--- config.mk ---
export PLATFORM = sky130hd
export DESIGN_NAME = multicycle_ctrl
export DESIGN_NICKNAME = d
export VERILOG_FILES = /design/src/rtl/riscv_mc_pkg.sv /design/src/rtl/multicycle_ctrl.sv
export SDC_FILE = /design/constraint.sdc
export NUM_CORES = 1
export LEC_CHECK = 0
export ABC_AREA = 1
export CAP_MARGIN = 20
export CELL_PAD_IN_SITES_DETAIL_PLACEMENT = 1
export CELL_PAD_IN_SITES_GLOBAL_PLACEMENT = 2
export CORE_MARGIN = 4
export CORE_UTILIZATION = 17
export CTS_BUF_LIST = sky130_fd_sc_hd__clkbuf_8
export DETAILED_ROUTE_END_ITERATION = 10
export PLACE_DENSITY = 0.92
export SYNTH_ARGS = -nofsm -noshare
export SYNTH_HDL_FRONTEND = slang
export SYNTH_SLANG_ARGS = --single-unit
export TNS_END_PERCENT = 20
--- constraint.sdc ---
create_clock -name clk -period 1.55 [get_ports clk]
set_input_delay 0.31 -clock clk [delete_from_list [all_inputs] [get_ports clk]]
set_output_delay 0.31 -clock clk [all_outputs]
set_load 0.01 [all_outputs]
--- src/rtl/riscv_mc_pkg.sv ---
// Shared types and encodings for the multicycle RISC-V control FSM.
package riscv_mc_pkg;

  typedef enum logic [3:0] {
    S_IDLE     = 4'd0,
    S_FETCH    = 4'd1,
    S_DECODE   = 4'd2,
    S_MEM_ADDR = 4'd3,
    S_MEM_RD   = 4'd4,
    S_MEM_WR   = 4'd5,
    S_WB_MEM   = 4'd6,
    S_EXEC_R   = 4'd7,
    S_EXEC_I   = 4'd8,
    S_WB_ALU   = 4'd9,
    S_BRANCH   = 4'd10,
    S_ILLEGAL  = 4'd11
  } state_t;

  localparam logic [6:0] R_TYPE = 7'b0110011;
  localparam logic [6:0] I_TYPE = 7'b0010011;
  localparam logic [6:0] LW     = 7'b0000011;
  localparam logic [6:0] SW     = 7'b0100011;
  localparam logic [6:0] BR     = 7'b1100011;

  localparam logic [1:0] SRCA_PC    = 2'b00;
  localparam logic [1:0] SRCA_RS1   = 2'b01;
  localparam logic [1:0] SRCA_OLDPC = 2'b10;

  localparam logic [1:0] SRCB_RS2  = 2'b00;
  localparam logic [1:0] SRCB_FOUR = 2'b01;
  localparam logic [1:0] SRCB_IMM  = 2'b10;

  localparam logic [1:0] ALU_ADD = 2'b00;
  localparam logic [1:0] ALU_BR  = 2'b01;
  localparam logic [1:0] ALU_R   = 2'b10;
  localparam logic [1:0] ALU_I   = 2'b11;

  function automatic state_t decode_next(input logic [6:0] opcode);
    state_t nxt;
    case (opcode)
      LW, SW:  nxt = S_MEM_ADDR;
      R_TYPE:  nxt = S_EXEC_R;
      I_TYPE:  nxt = S_EXEC_I;
      BR:      nxt = S_BRANCH;
      default: nxt = S_ILLEGAL;
    endcase
    return nxt;
  endfunction

endpackage

--- src/rtl/multicycle_ctrl.sv ---
// Multicycle RISC-V control unit: Moore-decoded datapath controls with a
// few Mealy qualifiers on memory completion and branch outcome.
module multicycle_ctrl
  import riscv_mc_pkg::*;
(
  input  logic       clk,
  input  logic       rst_n,
  input  logic [6:0] Opcode,
  input  logic       Zero,
  input  logic       mem_ready,
  output logic       MemReq,
  output logic       MemWe,
  output logic       IorD,
  output logic       IRWrite,
  output logic       PCWrite,
  output logic       PCSource,
  output logic [1:0] ALUSrcA,
  output logic [1:0] ALUSrcB,
  output logic [1:0] ALUOp,
  output logic       RegWrite,
  output logic       MemtoReg,
  output logic       instr_done,
  output logic       illegal,
  output logic [3:0] state_o
);

  state_t state, state_next;
  logic   illegal_q;

  always_ff @(posedge clk or negedge rst_n) begin
    if (!rst_n) begin
      state     <= S_IDLE;
      illegal_q <= 1'b0;
    end else begin
      state <= state_next;
      if (state_next == S_ILLEGAL) illegal_q <= 1'b1;
    end
  end

  always_comb begin
    state_next = state;
    MemReq     = 1'b0;
    MemWe      = 1'b0;
    IorD       = 1'b0;
    IRWrite    = 1'b0;
    PCWrite    = 1'b0;
    PCSource   = 1'b0;
    ALUSrcA    = SRCA_PC;
    ALUSrcB    = SRCB_RS2;
    ALUOp      = ALU_ADD;
    RegWrite   = 1'b0;
    MemtoReg   = 1'b0;
    instr_done = 1'b0;

    case (state)
      S_IDLE: state_next = S_FETCH;

      S_FETCH: begin
        MemReq  = 1'b1;
        ALUSrcA = SRCA_PC;
        ALUSrcB = SRCB_FOUR;
        ALUOp   = ALU_ADD;
        if (mem_ready) begin
          IRWrite    = 1'b1;
          PCWrite    = 1'b1;
          state_next = S_DECODE;
        end
      end

      // Target is computed from the old PC while the next state is chosen.
      S_DECODE: begin
        ALUSrcA    = SRCA_OLDPC;
        ALUSrcB    = SRCB_IMM;
        ALUOp      = ALU_ADD;
        state_next = decode_next(Opcode);
      end

      S_MEM_ADDR: begin
        ALUSrcA    = SRCA_RS1;
        ALUSrcB    = SRCB_IMM;
        ALUOp      = ALU_ADD;
        state_next = (Opcode == LW) ? S_MEM_RD : S_MEM_WR;
      end

      S_MEM_RD: begin
        MemReq = 1'b1;
        IorD   = 1'b1;
        if (mem_ready) state_next = S_WB_MEM;
      end

      S_MEM_WR: begin
        MemReq = 1'b1;
        MemWe  = 1'b1;
        IorD   = 1'b1;
        if (mem_ready) begin
          instr_done = 1'b1;
          state_next = S_FETCH;
        end
      end

      S_WB_MEM: begin
        RegWrite   = 1'b1;
        MemtoReg   = 1'b1;
        instr_done = 1'b1;
        state_next = S_FETCH;
      end

      S_EXEC_R: begin
        ALUSrcA    = SRCA_RS1;
        ALUSrcB    = SRCB_RS2;
        ALUOp      = ALU_R;
        state_next = S_WB_ALU;
      end

      S_EXEC_I: begin
        ALUSrcA    = SRCA_RS1;
        ALUSrcB    = SRCB_IMM;
        ALUOp      = ALU_I;
        state_next = S_WB_ALU;
      end

      S_WB_ALU: begin
        RegWrite   = 1'b1;
        instr_done = 1'b1;
        state_next = S_FETCH;
      end

      S_BRANCH: begin
        ALUSrcA    = SRCA_RS1;
        ALUSrcB    = SRCB_RS2;
        ALUOp      = ALU_BR;
        PCSource   = 1'b1;
        PCWrite    = Zero;
        instr_done = 1'b1;
        state_next = S_FETCH;
      end

      S_ILLEGAL: state_next = S_ILLEGAL;

      default: state_next = S_IDLE;
    endcase
  end

  assign illegal = illegal_q;
  assign state_o = state;

endmodule
# == Word level (Yosys, flattened, before mapping) ==
# Cells that the tools add are included.
# classes
eq_ne,17
mux,19
n_reduce_logical,10
# ops
op,count
4-bit one-hot mux with 8 select lines,1
4-bit equality test (second input constant),5
4-bit by 3-bit equality test with 1-bit output (second input constant),4
4-bit one-hot mux with 4 select lines,1
7-bit by 6-bit equality test with 1-bit output (second input constant),2
4-bit two-way mux,3
1-bit two-way mux,9
3-bit OR reduction,3
4-bit by 2-bit equality test with 1-bit output (second input constant),2
2-bit one-hot mux with 2 select lines,2
2-bit OR reduction,4
4-bit OR reduction,2
7-bit by 2-bit equality test with 1-bit output (second input constant),1
7-bit by 5-bit equality test with 1-bit output (second input constant),1
7-bit equality test (second input constant),1
2-bit one-hot mux with 3 select lines,1
4-bit by 1-bit equality test with 1-bit output (second input constant),1
4-bit logical NOT,1
1-bit one-hot mux with 2 select lines,2
# word_totals
register_bits,5
inputBits,11
wordCells,48

# == Depth between registers and ports, before layout ==
# Gate-level depths: netlist of run 1.
# depth
depth_word,5
mapped_depth,9
depth_no_buf,9

# == Worst setup path after synthesis of run 1 ==
# No wires, ideal clock.
# synth_timing
path_type,reg2out
start,register state[1] (netlist: state_o[1])
end,output instr_done
t_required_ps,1240
slack_ps,-8
n_path_buf,0
arrival_time_ps,1248
stages_incl_launch_ff,9
cell_sequence,dfrtp_1 > inv_2 > nor2_2 > inv_1 > nor2_1 > a21oi_1 > inv_1 > nor2_1 > nand2_1
# synth_via
elab_chain_cells,3
elab_cells_between_ends,6
cone_classes,4 x eq/ne; 1 x mux; 1 x reduce/logical
# synth_rtl
item,line_no,text
from (decl),multicycle_ctrl.sv:27,"state_t state, state_next;"
from (signal assigned),multicycle_ctrl.sv:35,state <= state_next;
4-bit equality test / 4-bit by 3-bit equality test with 1-bit output (equally long branches),multicycle_ctrl.sv:55,case (state)
3-bit OR reduction (no source line),n/a,
1-bit one-hot mux with 2 select lines *,multicycle_ctrl.sv:55,
to (decl),multicycle_ctrl.sv:22,"output logic instr_done,"
# Mark *: on every way between the ends. The rest lies on a longest branch, timed or not.

# == Final worst setup path of run 1 ==
# layout_timing
start,register state[0] (netlist: state_o[0])
end,output MemtoReg
# layout_via
elab_chain_cells,2
# layout_rtl
item,line_no,text
4-bit by 3-bit equality test with 1-bit output,multicycle_ctrl.sv:55,
1-bit two-way mux,multicycle_ctrl.sv:55,
to (decl),multicycle_ctrl.sv:21,"output logic MemtoReg,"
# Every way passes these cells.

==> qor.json, run 1 <==
{
  "run": {
    "max_cap_viol_count": 0
  },
  "worst_setup_path": {
    "timing.critical_path.buf_inv": 3,
    "critical_path_at_ns": 1.35,
    "setup.worst_path.end_class": "primary output",
    "worstSetupPathType": "reg2out",
    "crit_path_max_fanout": 3,
    "worst_path_largest_cell_delay_ns": 0.43,
    "critical_path.reg2reg.endpoint": "illegal$_DFFE_PN0N_",
    "crit_path_start_kind": "flip-flop",
    "critical_path.slowest_cell": "sky130_fd_sc_hd__dfrtp_2",
    "largest_delay_contributor_family_on_the_critical_path": "buffers and inverters",
    "worstRegToRegCells": 11,
    "reg2reg_from": "state_o[0]$_DFF_PN0_",
    "cell_chain_critical_path": "nor2_4 > inv_2 > nor2_2 > buf_4 > dlygate4sd2_1",
    "ff2ff_setup_slack_ns": 0,
    "required_time_of_the_worst_setup_path_ns": 1.24
  },
  "global_routing": {
    "antenna_found_initial": 0,
    "grt_start_max_net_pins": 6,
    "track_usage_pct": 13.5,
    "grt_pass1_wl_mm": 4.17,
    "grt.overflow.total": 0,
    "first_global_vias": 892
  },
  "yosys": {
    "synth_async_sr_flop_share_pct": 100,
    "post_synth_inst_count": 92,
    "ys_warn_count": 0,
    "post-synth-top-area-cell": "sky130_fd_sc_hd__dfrtp_1",
    "synth-seq-area-share_pct": 24.3,
    "yosysUniqueCellTypes": 15,
    "post_synth.cell_area_avg_sq_um": 5.60,
    "yosys_register_bits": 5,
    "synth_commonest_cells": "sky130_fd_sc_hd__nand2_1, sky130_fd_sc_hd__nor2_1, sky130_fd_sc_hd__inv_1",
    "yosysMostFrequentCell": "sky130_fd_sc_hd__nand2_1",
    "synth-edff-count": 0,
    "synth_largest_type_area_fraction_pct": 24.3,
    "synthesis.nets": 103,
    "ys_dominant_reg_cell": "sky130_fd_sc_hd__dfrtp_1",
    "cells_taking_the_most_area_after_synthesis": "sky130_fd_sc_hd__dfrtp_1, sky130_fd_sc_hd__nand2_1, sky130_fd_sc_hd__nor2_1",
    "synth_area_sq_um": 515
  },
  "power": {
    "p_int_mw": 1.15,
    "power.clock.fraction_pct": 11.0,
    "total_switching_power_uw": 926,
    "portion_of_total_power_attributed_to_combinational_logic_pct": 77.9,
    "p_leak_nw": 0.698,
    "pwr_density_cell_nw_per_um2": 1700,
    "power.switching_fraction_pct": 44.6,
    "peakVddDrop_mv": 0.385,
    "sequentialPowerShare_pct": 11.2,
    "report.power.total_mw": 2.08
  },
  "placed_design": {
    "buffer_ports.inserted": 30,
    "dp_hpwl_mm": 1.82,
    "place.gp.congestion": 0.772
  },
  "run_status": {
    "run_status": "finished, violations left",
    "failed_checks": "negative setup slack"
  },
  "timing": {
    "tightest_slew_ns": 0.221,
    "finalWorstSetupSlack_ns": -0.114,
    "finalHoldViolCount": 0,
    "hold-worst-slack_ns": 0.313,
    "report.final.setup_viol": 11,
    "setup_repair_after_global_routing_missed_its_margin": "true",
    "slew-limit-headroom_pct": 85.2,
    "slew_viol_final": 0,
    "clock_skew_ns": 0.00153,
    "maximum_frequency_from_static_timing_analysis_ghz": 0.601,
    "period_share_pct": 107,
    "period_minus_slack_ns": 1.66
  },
  "final_layout": {
    "area_growth_syn_to_layout_pct": 136,
    "diodes": 0,
    "layout-drive-gt1-share_pct": 53.4,
    "nNetsFinal": 173
  },
  "floorplanning": {
    "start_util_pct": 18.2,
    "die-area_sq_um": 3980,
    "die_y_um": 63.1,
    "ios": 31,
    "die_w_um": 63.1,
    "core_region_area_sq_um": 2830,
    "rows": 19
  },
  "drt": {
    "drt-total-wl_mm": 2.55,
    "route.vias.total": 835,
    "drt.antenna.violating_nets": 0,
    "drc": 0,
    "viasPerCell": 4.35,
    "initial_drc_count": 22,
    "route.detailed.wl_per_inst_um": 13.3,
    "firstDrtPassIters": 4
  },
  "clocking": {
    "ctsHoldBuffers": 0,
    "clock_sink_count": 5,
    "cts_buffers": 3,
    "clk_latency_ns": 0.22,
    "clk_path_buf_depth": 2,
    "clockRootBuffer": "sky130_fd_sc_hd__clkbuf_8",
    "tritoncts": "yes",
    "path_clk_slew_ns": 0.03,
    "htreeDepth": 1
  },
  "min_path": {
    "hold_path.class": "in2async"
  }
}
power by group through the flow:
stage / Combinational [mW] / Sequential [mW] / Clock, mW
after global routing: 1.76 / 0.237 / 0.246
after global placement: 1.29 / 0.235 / 0
after CTS: 1.45 / 0.221 / 0.232
after floorplan: 0.484 / 0.268 / 0
final: 1.62 / 0.232 / 0.228
after detailed placement: 1.32 / 0.238 / 0
registers in the layout, summed over array words and instances (netlist names):
register  flops
state_o       4
illegal       1
how the worst max path moves through the flow:
stage                               from    endpoint  slack (ns)  cells after the start
floorplan           state_o[0]$_DFF_PN0_  instr_done        0.01                      7
global placement               mem_ready     PCWrite       -0.31                      4
detailed placement             mem_ready     PCWrite       -0.33                      4
CTS                 state_o[1]$_DFF_PN0_     PCWrite       -0.17                      8
global route        state_o[0]$_DFF_PN0_  instr_done       -0.16                      8
finish              state_o[0]$_DFF_PN0_    MemtoReg       -0.11                      5
layout make-up:
type | instances | area [sq um]
fill | 365 | 1610
timing repair buffer | 65 | 534
multi-input combinational | 66 | 393
sequential | 5 | 129
inverter | 21 | 78.8
clock buffer | 3 | 41.3
tap | 31 | 38.8
clock inverter | 1 | 3.75
cells by family (layout without fill, tap and decap cells):
group	after synthesis	in the layout	share of synthesized area, %
DFF	5	5	24.3
buffers and inverters	21	90	15.3
and+or+nand+nor	59	59	53.2
AOI/OAI and AO/OA	7	7	7.28
stage by stage:
stage,utilization [%],setup TNS [ns],setup WS (ns),std cells,area [sq um]
after floorplan,-,0,0.0124,92,517
after detailed placement,36.9,-3.40,-0.332,178,1040
after global placement,36.9,-2.94,-0.305,178,1040
after CTS,40.6,-0.930,-0.169,188,1150
final,43.1,-0.634,-0.114,192,1220
after global routing,43.1,-1.37,-0.156,192,1220
timing repair:
| item | 4_1_cts | 5_1_grt |
|---|---|---|
| cloned | 0 | 0 |
| pin swaps | 7 | 10 |
| buffers inserted | 6 | 4 |
| setup endpoints to repair | 19 | 17 |
| resized for setup | 80 | 18 |
layer usage:
metal	wire, um	up-vias	GRT usage [%]
met4	59	0	6.61
met5	0	-	0
met3	149	8	4.26
met2	1430	29	26.4
met1	903	383	12.2
li1	-	415	-
placed cells by master (no fill, tap or decap):
cell                               n
sky130_fd_sc_hd__nand2_4           3
sky130_fd_sc_hd__inv_1            13
sky130_fd_sc_hd__a21oi_1           1
sky130_fd_sc_hd__buf_6            10
sky130_fd_sc_hd__nor2_4            8
sky130_fd_sc_hd__a21oi_2           1
sky130_fd_sc_hd__clkbuf_8          3
sky130_fd_sc_hd__nor2_2            4
sky130_fd_sc_hd__nand2_2           2
sky130_fd_sc_hd__nand3_1           5
sky130_fd_sc_hd__o22ai_1           1
sky130_fd_sc_hd__nor3_1            1
sky130_fd_sc_hd__dfrtp_1           2
sky130_fd_sc_hd__o21ai_0           2
sky130_fd_sc_hd__nand2_1          21
sky130_fd_sc_hd__buf_4            29
sky130_fd_sc_hd__dfrtp_2           3
sky130_fd_sc_hd__nand4_1           1
sky130_fd_sc_hd__o22ai_2           1
sky130_fd_sc_hd__buf_2            10
sky130_fd_sc_hd__inv_2             9
sky130_fd_sc_hd__o21ai_2           1
sky130_fd_sc_hd__nand3_2           2
sky130_fd_sc_hd__dlygate4sd2_1     5
sky130_fd_sc_hd__nor2_1           12
sky130_fd_sc_hd__clkdlybuf4s50_1  11
Note: power is estimated with default switching activity, not from simulation.
==> run 2, diff against run 1 <==
CORE_UTILIZATION = 16   (was 17)
CTS_BUF_LIST = default   (was sky130_fd_sc_hd__clkbuf_8)
PLACE_DENSITY = 0.88   (was 0.92)
==> run 2 against run 1 <==
The run still ends with negative setup slack left. Combinational power fell by 15%. Critical endpoint is now instr_done. Sequential power grew 9.5%. Global-route usage is 2.4 points lower. Highest routed layer is now met3. Largest cell class unchanged. Clock-buffer cell count is 1 higher. Flip-flop and latch count stayed put.
==> qor.json, run 2 (synthesized netlist as in run 1, its figures left out) <==
{
  "run_status": {
    "run_status": {"value": "finished, violations left", "change": "unchanged"},
    "failed_checks": {"value": "negative setup slack", "change": "unchanged"}
  },
  "clocking": {
    "clk_latency": {"value": 0.24, "unit": "ns", "change": "was 0.22 ns"},
    "tritoncts": {"value": "yes", "change": "unchanged"},
    "clock_sink_count": {"value": 5, "change": "unchanged"},
    "cts_buffers": {"value": 3, "change": "unchanged"},
    "clk_path_buf_depth": {"value": 2, "change": "unchanged"},
    "htreeDepth": {"value": 1, "change": "unchanged"},
    "clockRootBuffer": {"value": "sky130_fd_sc_hd__clkbuf_4", "change": "was sky130_fd_sc_hd__clkbuf_8"},
    "path_clk_slew": {"value": 0.04, "unit": "ns", "change": "was 0.03 ns"}
  },
  "worst_setup_path": {
    "critPathCapture": {"value": "instr_done", "change": "was MemtoReg"},
    "setup.worst_path.end_class": {"value": "primary output", "change": "unchanged"},
    "ff2ff_setup_slack": {"value": 0.08, "unit": "ns", "change": "was 0 ns"},
    "crit_path_start_kind": {"value": "flip-flop", "change": "unchanged"},
    "worstSetupPathType": {"value": "reg2out", "change": "unchanged"},
    "worstSetupStartpoint": {"value": "state_o[0]$_DFF_PN0_", "change": "unchanged"},
    "reg2reg_from": {"value": "state_o[2]$_DFF_PN0_", "change": "was state_o[0]$_DFF_PN0_"},
    "required_time_of_the_worst_setup_path": {"value": 1.24, "unit": "ns", "change": "about the same"},
    "critical_path_at": {"value": 1.40, "unit": "ns", "change": "was 1.35 ns"},
    "worstRegToRegCells": {"value": 11, "change": "unchanged"},
    "crit_path_max_fanout": {"value": 4, "change": "was 3"},
    "critical_path.reg2reg.endpoint": {"value": "illegal$_DFFE_PN0N_", "change": "unchanged"}
  },
  "timing": {
    "period_minus_slack": {"value": 1.71, "unit": "ns", "change": "was 1.66 ns"},
    "clock_skew": {"value": 0.00104, "unit": "ns", "change": "was 0.00153 ns"},
    "tightest_slew": {"value": 0.231, "unit": "ns", "change": "was 0.221 ns"},
    "setup_repair_after_global_routing_missed_its_margin": {"value": "true", "change": "unchanged"},
    "finalHoldViolCount": {"value": 0, "change": "unchanged"},
    "finalWorstSetupSlack": {"value": -0.156, "unit": "ns", "change": "was -0.114 ns"},
    "slew_viol_final": {"value": 0, "change": "unchanged"},
    "report.final.setup_viol": {"value": 13, "change": "was 11"},
    "period_share": {"value": 110, "unit": "%", "change": "was 107%"},
    "maximum_frequency_from_static_timing_analysis": {"value": 0.586, "unit": "GHz", "change": "was 0.601 GHz"},
    "slew-limit-headroom": {"value": 84.4, "unit": "%", "change": "was 85.2%"},
    "setup_total_negative_slack": {"value": -0.858, "unit": "ns", "change": "was -0.634 ns"}
  },
  "power": {
    "pwr_density_cell": {"value": 1580, "unit": "nW/um^2", "change": "was 1700 nW/um^2"},
    "p_leak": {"value": 0.620, "unit": "nW", "change": "was 0.698 nW"},
    "peakVddDrop": {"value": 0.464, "unit": "mV", "change": "was 0.385 mV"}
  },
  "final_layout": {
    "layout_common_cells": {"value": "sky130_fd_sc_hd__buf_4, sky130_fd_sc_hd__nand2_1, sky130_fd_sc_hd__inv_1, sky130_fd_sc_hd__nor2_1, sky130_fd_sc_hd__clkdlybuf4s50_1", "change": "was sky130_fd_sc_hd__buf_4, sky130_fd_sc_hd__nand2_1, sky130_fd_sc_hd__inv_1"},
    "area_growth_syn_to_layout": {"value": 118, "unit": "%", "change": "was 136%"},
    "largest_register_ffs": {"value": 4, "change": "unchanged"},
    "layout_commonest_cell": {"value": "sky130_fd_sc_hd__buf_4", "change": "unchanged"},
    "layout-drive-gt1-share": {"value": 49.0, "unit": "%", "change": "was 53.4%"},
    "diodes": {"value": 0, "change": "unchanged"},
    "nNetsFinal": {"value": 165, "change": "was 173"}
  },
  "global_routing": {
    "grt.overflow.total": {"value": 0, "change": "unchanged"},
    "track_usage": {"value": 11.1, "unit": "%", "change": "was 13.5%"},
    "grt_start_max_net_pins": {"value": 6, "change": "unchanged"},
    "grt_pass1_wl": {"value": 3.68, "unit": "mm", "change": "was 4.17 mm"},
    "first_global_vias": {"value": 871, "change": "was 892"},
    "antenna_found_initial": {"value": 0, "change": "unchanged"}
  },
  "drt": {
    "viasPerCell": {"value": 3.99, "change": "was 4.35"},
    "drc": {"value": 0, "change": "unchanged"},
    "route.vias.total": {"value": 786, "change": "was 835"},
    "firstDrtPassIters": {"value": 4, "change": "unchanged"},
    "drt-total-wl": {"value": 2.11, "unit": "mm", "change": "was 2.55 mm"},
    "drt.antenna.violating_nets": {"value": 0, "change": "unchanged"},
    "route.detailed.wl_per_inst": {"value": 10.7, "unit": "um", "change": "was 13.3 um"},
    "initial_drc_count": {"value": 10, "change": "was 22"}
  },
  "floorplanning": {
    "die-area": {"value": 4190, "unit": "sq um", "change": "was 3980 sq um"},
    "core_region_area": {"value": 3080, "unit": "sq um", "change": "was 2830 sq um"},
    "start_util": {"value": 16.7, "unit": "%", "change": "was 18.2%"},
    "die_w": {"value": 64.8, "unit": "um", "change": "was 63.1 um"},
    "rows": {"value": 20, "change": "was 19"},
    "die_y": {"value": 64.8, "unit": "um", "change": "was 63.1 um"},
    "ios": {"value": 31, "change": "unchanged"}
  },
  "min_path": {
    "hold_path.class": {"value": "in2async", "change": "unchanged"}
  },
  "placed_design": {
    "buffer_ports.inserted": {"value": 30, "change": "unchanged"},
    "dp_hpwl": {"value": 1.77, "unit": "mm", "change": "was 1.82 mm"},
    "place.gp.congestion": {"value": 0.797, "change": "was 0.772"},
    "post-place-ws": {"value": -0.325, "unit": "ns", "change": "was -0.332 ns"}
  },
  "run": {
    "max_cap_viol_count": {"value": 0, "change": "unchanged"}
  }
}
-- run 2: changes by cell type in the layout (fill, tap and decap cells not counted), moves of 2 or more --
| cell | previous run | this run |
|---|---|---|
| sky130_fd_sc_hd__buf_6 | 10 | 2 |
| sky130_fd_sc_hd__clkdlybuf4s15_2 | 0 | 4 |
| sky130_fd_sc_hd__dlygate4sd2_1 | 5 | 1 |
| sky130_fd_sc_hd__buf_4 | 29 | 26 |
| sky130_fd_sc_hd__clkbuf_4 | 0 | 3 |
| sky130_fd_sc_hd__clkbuf_8 | 3 | 0 |
| sky130_fd_sc_hd__inv_2 | 9 | 6 |
| sky130_fd_sc_hd__nor2_4 | 8 | 5 |
| sky130_fd_sc_hd__clkdlybuf4s15_1 | 0 | 2 |
| sky130_fd_sc_hd__nand2_1 | 21 | 23 |
| sky130_fd_sc_hd__nand2_4 | 3 | 1 |
| sky130_fd_sc_hd__nor2_1 | 12 | 14 |
-- run 2: cell type report --
cell class / instances / area [sq um]
clock buffer: 4 / 26.3
fill: 397 / 1950
inverter: 21 / 81.3
multi-input combinational: 66 / 359
sequential: 5 / 130
tap: 44 / 55.1
timing repair buffer: 57 / 472
-- run 2: critical path: stages (launching register included) --
cell	delay, ns
sky130_fd_sc_hd__dfrtp_2	0.45
sky130_fd_sc_hd__inv_2	0.09
sky130_fd_sc_hd__nor2_2	0.05
sky130_fd_sc_hd__buf_4	0.13
sky130_fd_sc_hd__a21oi_2	0.12
sky130_fd_sc_hd__inv_1	0.06
sky130_fd_sc_hd__nor2_1	0.08
sky130_fd_sc_hd__nand2_1	0.05
sky130_fd_sc_hd__buf_2	0.13
-- run 2: power breakdown --
part           internal, mW  switching (mW)  total [mW]
clock network        0.0973          0.0522       0.149
logic                 0.707           0.667        1.37
registers             0.179          0.0749       0.254
-- run 2: worst min-delay path by stage --
| stage | startpoint | end |
|---|---|---|
| after floorplan | rst_n | illegal$_DFFE_PN0N_ |
| after global placement | illegal$_DFFE_PN0N_ | illegal$_DFFE_PN0N_ |
| after detailed placement | illegal$_DFFE_PN0N_ | illegal$_DFFE_PN0N_ |
| after CTS | rst_n | illegal$_DFFE_PN0N_ |
| after global routing | rst_n | state_o[0]$_DFF_PN0_ |
| final | rst_n | state_o[0]$_DFF_PN0_ |
-- run 2: metal layers --
metal	routed length, um	track usage, %
met3	125	2.77
met1	804	10.3
met2	1180	23.0
met4	0	3.17
met5	0	0
-- run 2: per-stage QoR --
stage	cell area (sq um)	util (%)	hold slack, ns	total power [mW]	instances
after global routing	1120	36.5	0.278	1.95	197
after detailed placement	1020	33.2	0.467	1.50	186
after CTS	1090	35.3	0.284	1.72	196
after floorplan	517	-	0.0144	0.752	92
after global placement	1020	33.2	0.448	1.47	186
final	1120	36.5	0.287	1.78	197
-- run 2: repair_timing --
item	in CTS	in global routing
pin swaps	5	3
buffers inserted	6	1
setup endpoints to repair	19	19
hold buffers	0	0
gates resized for setup	72	10
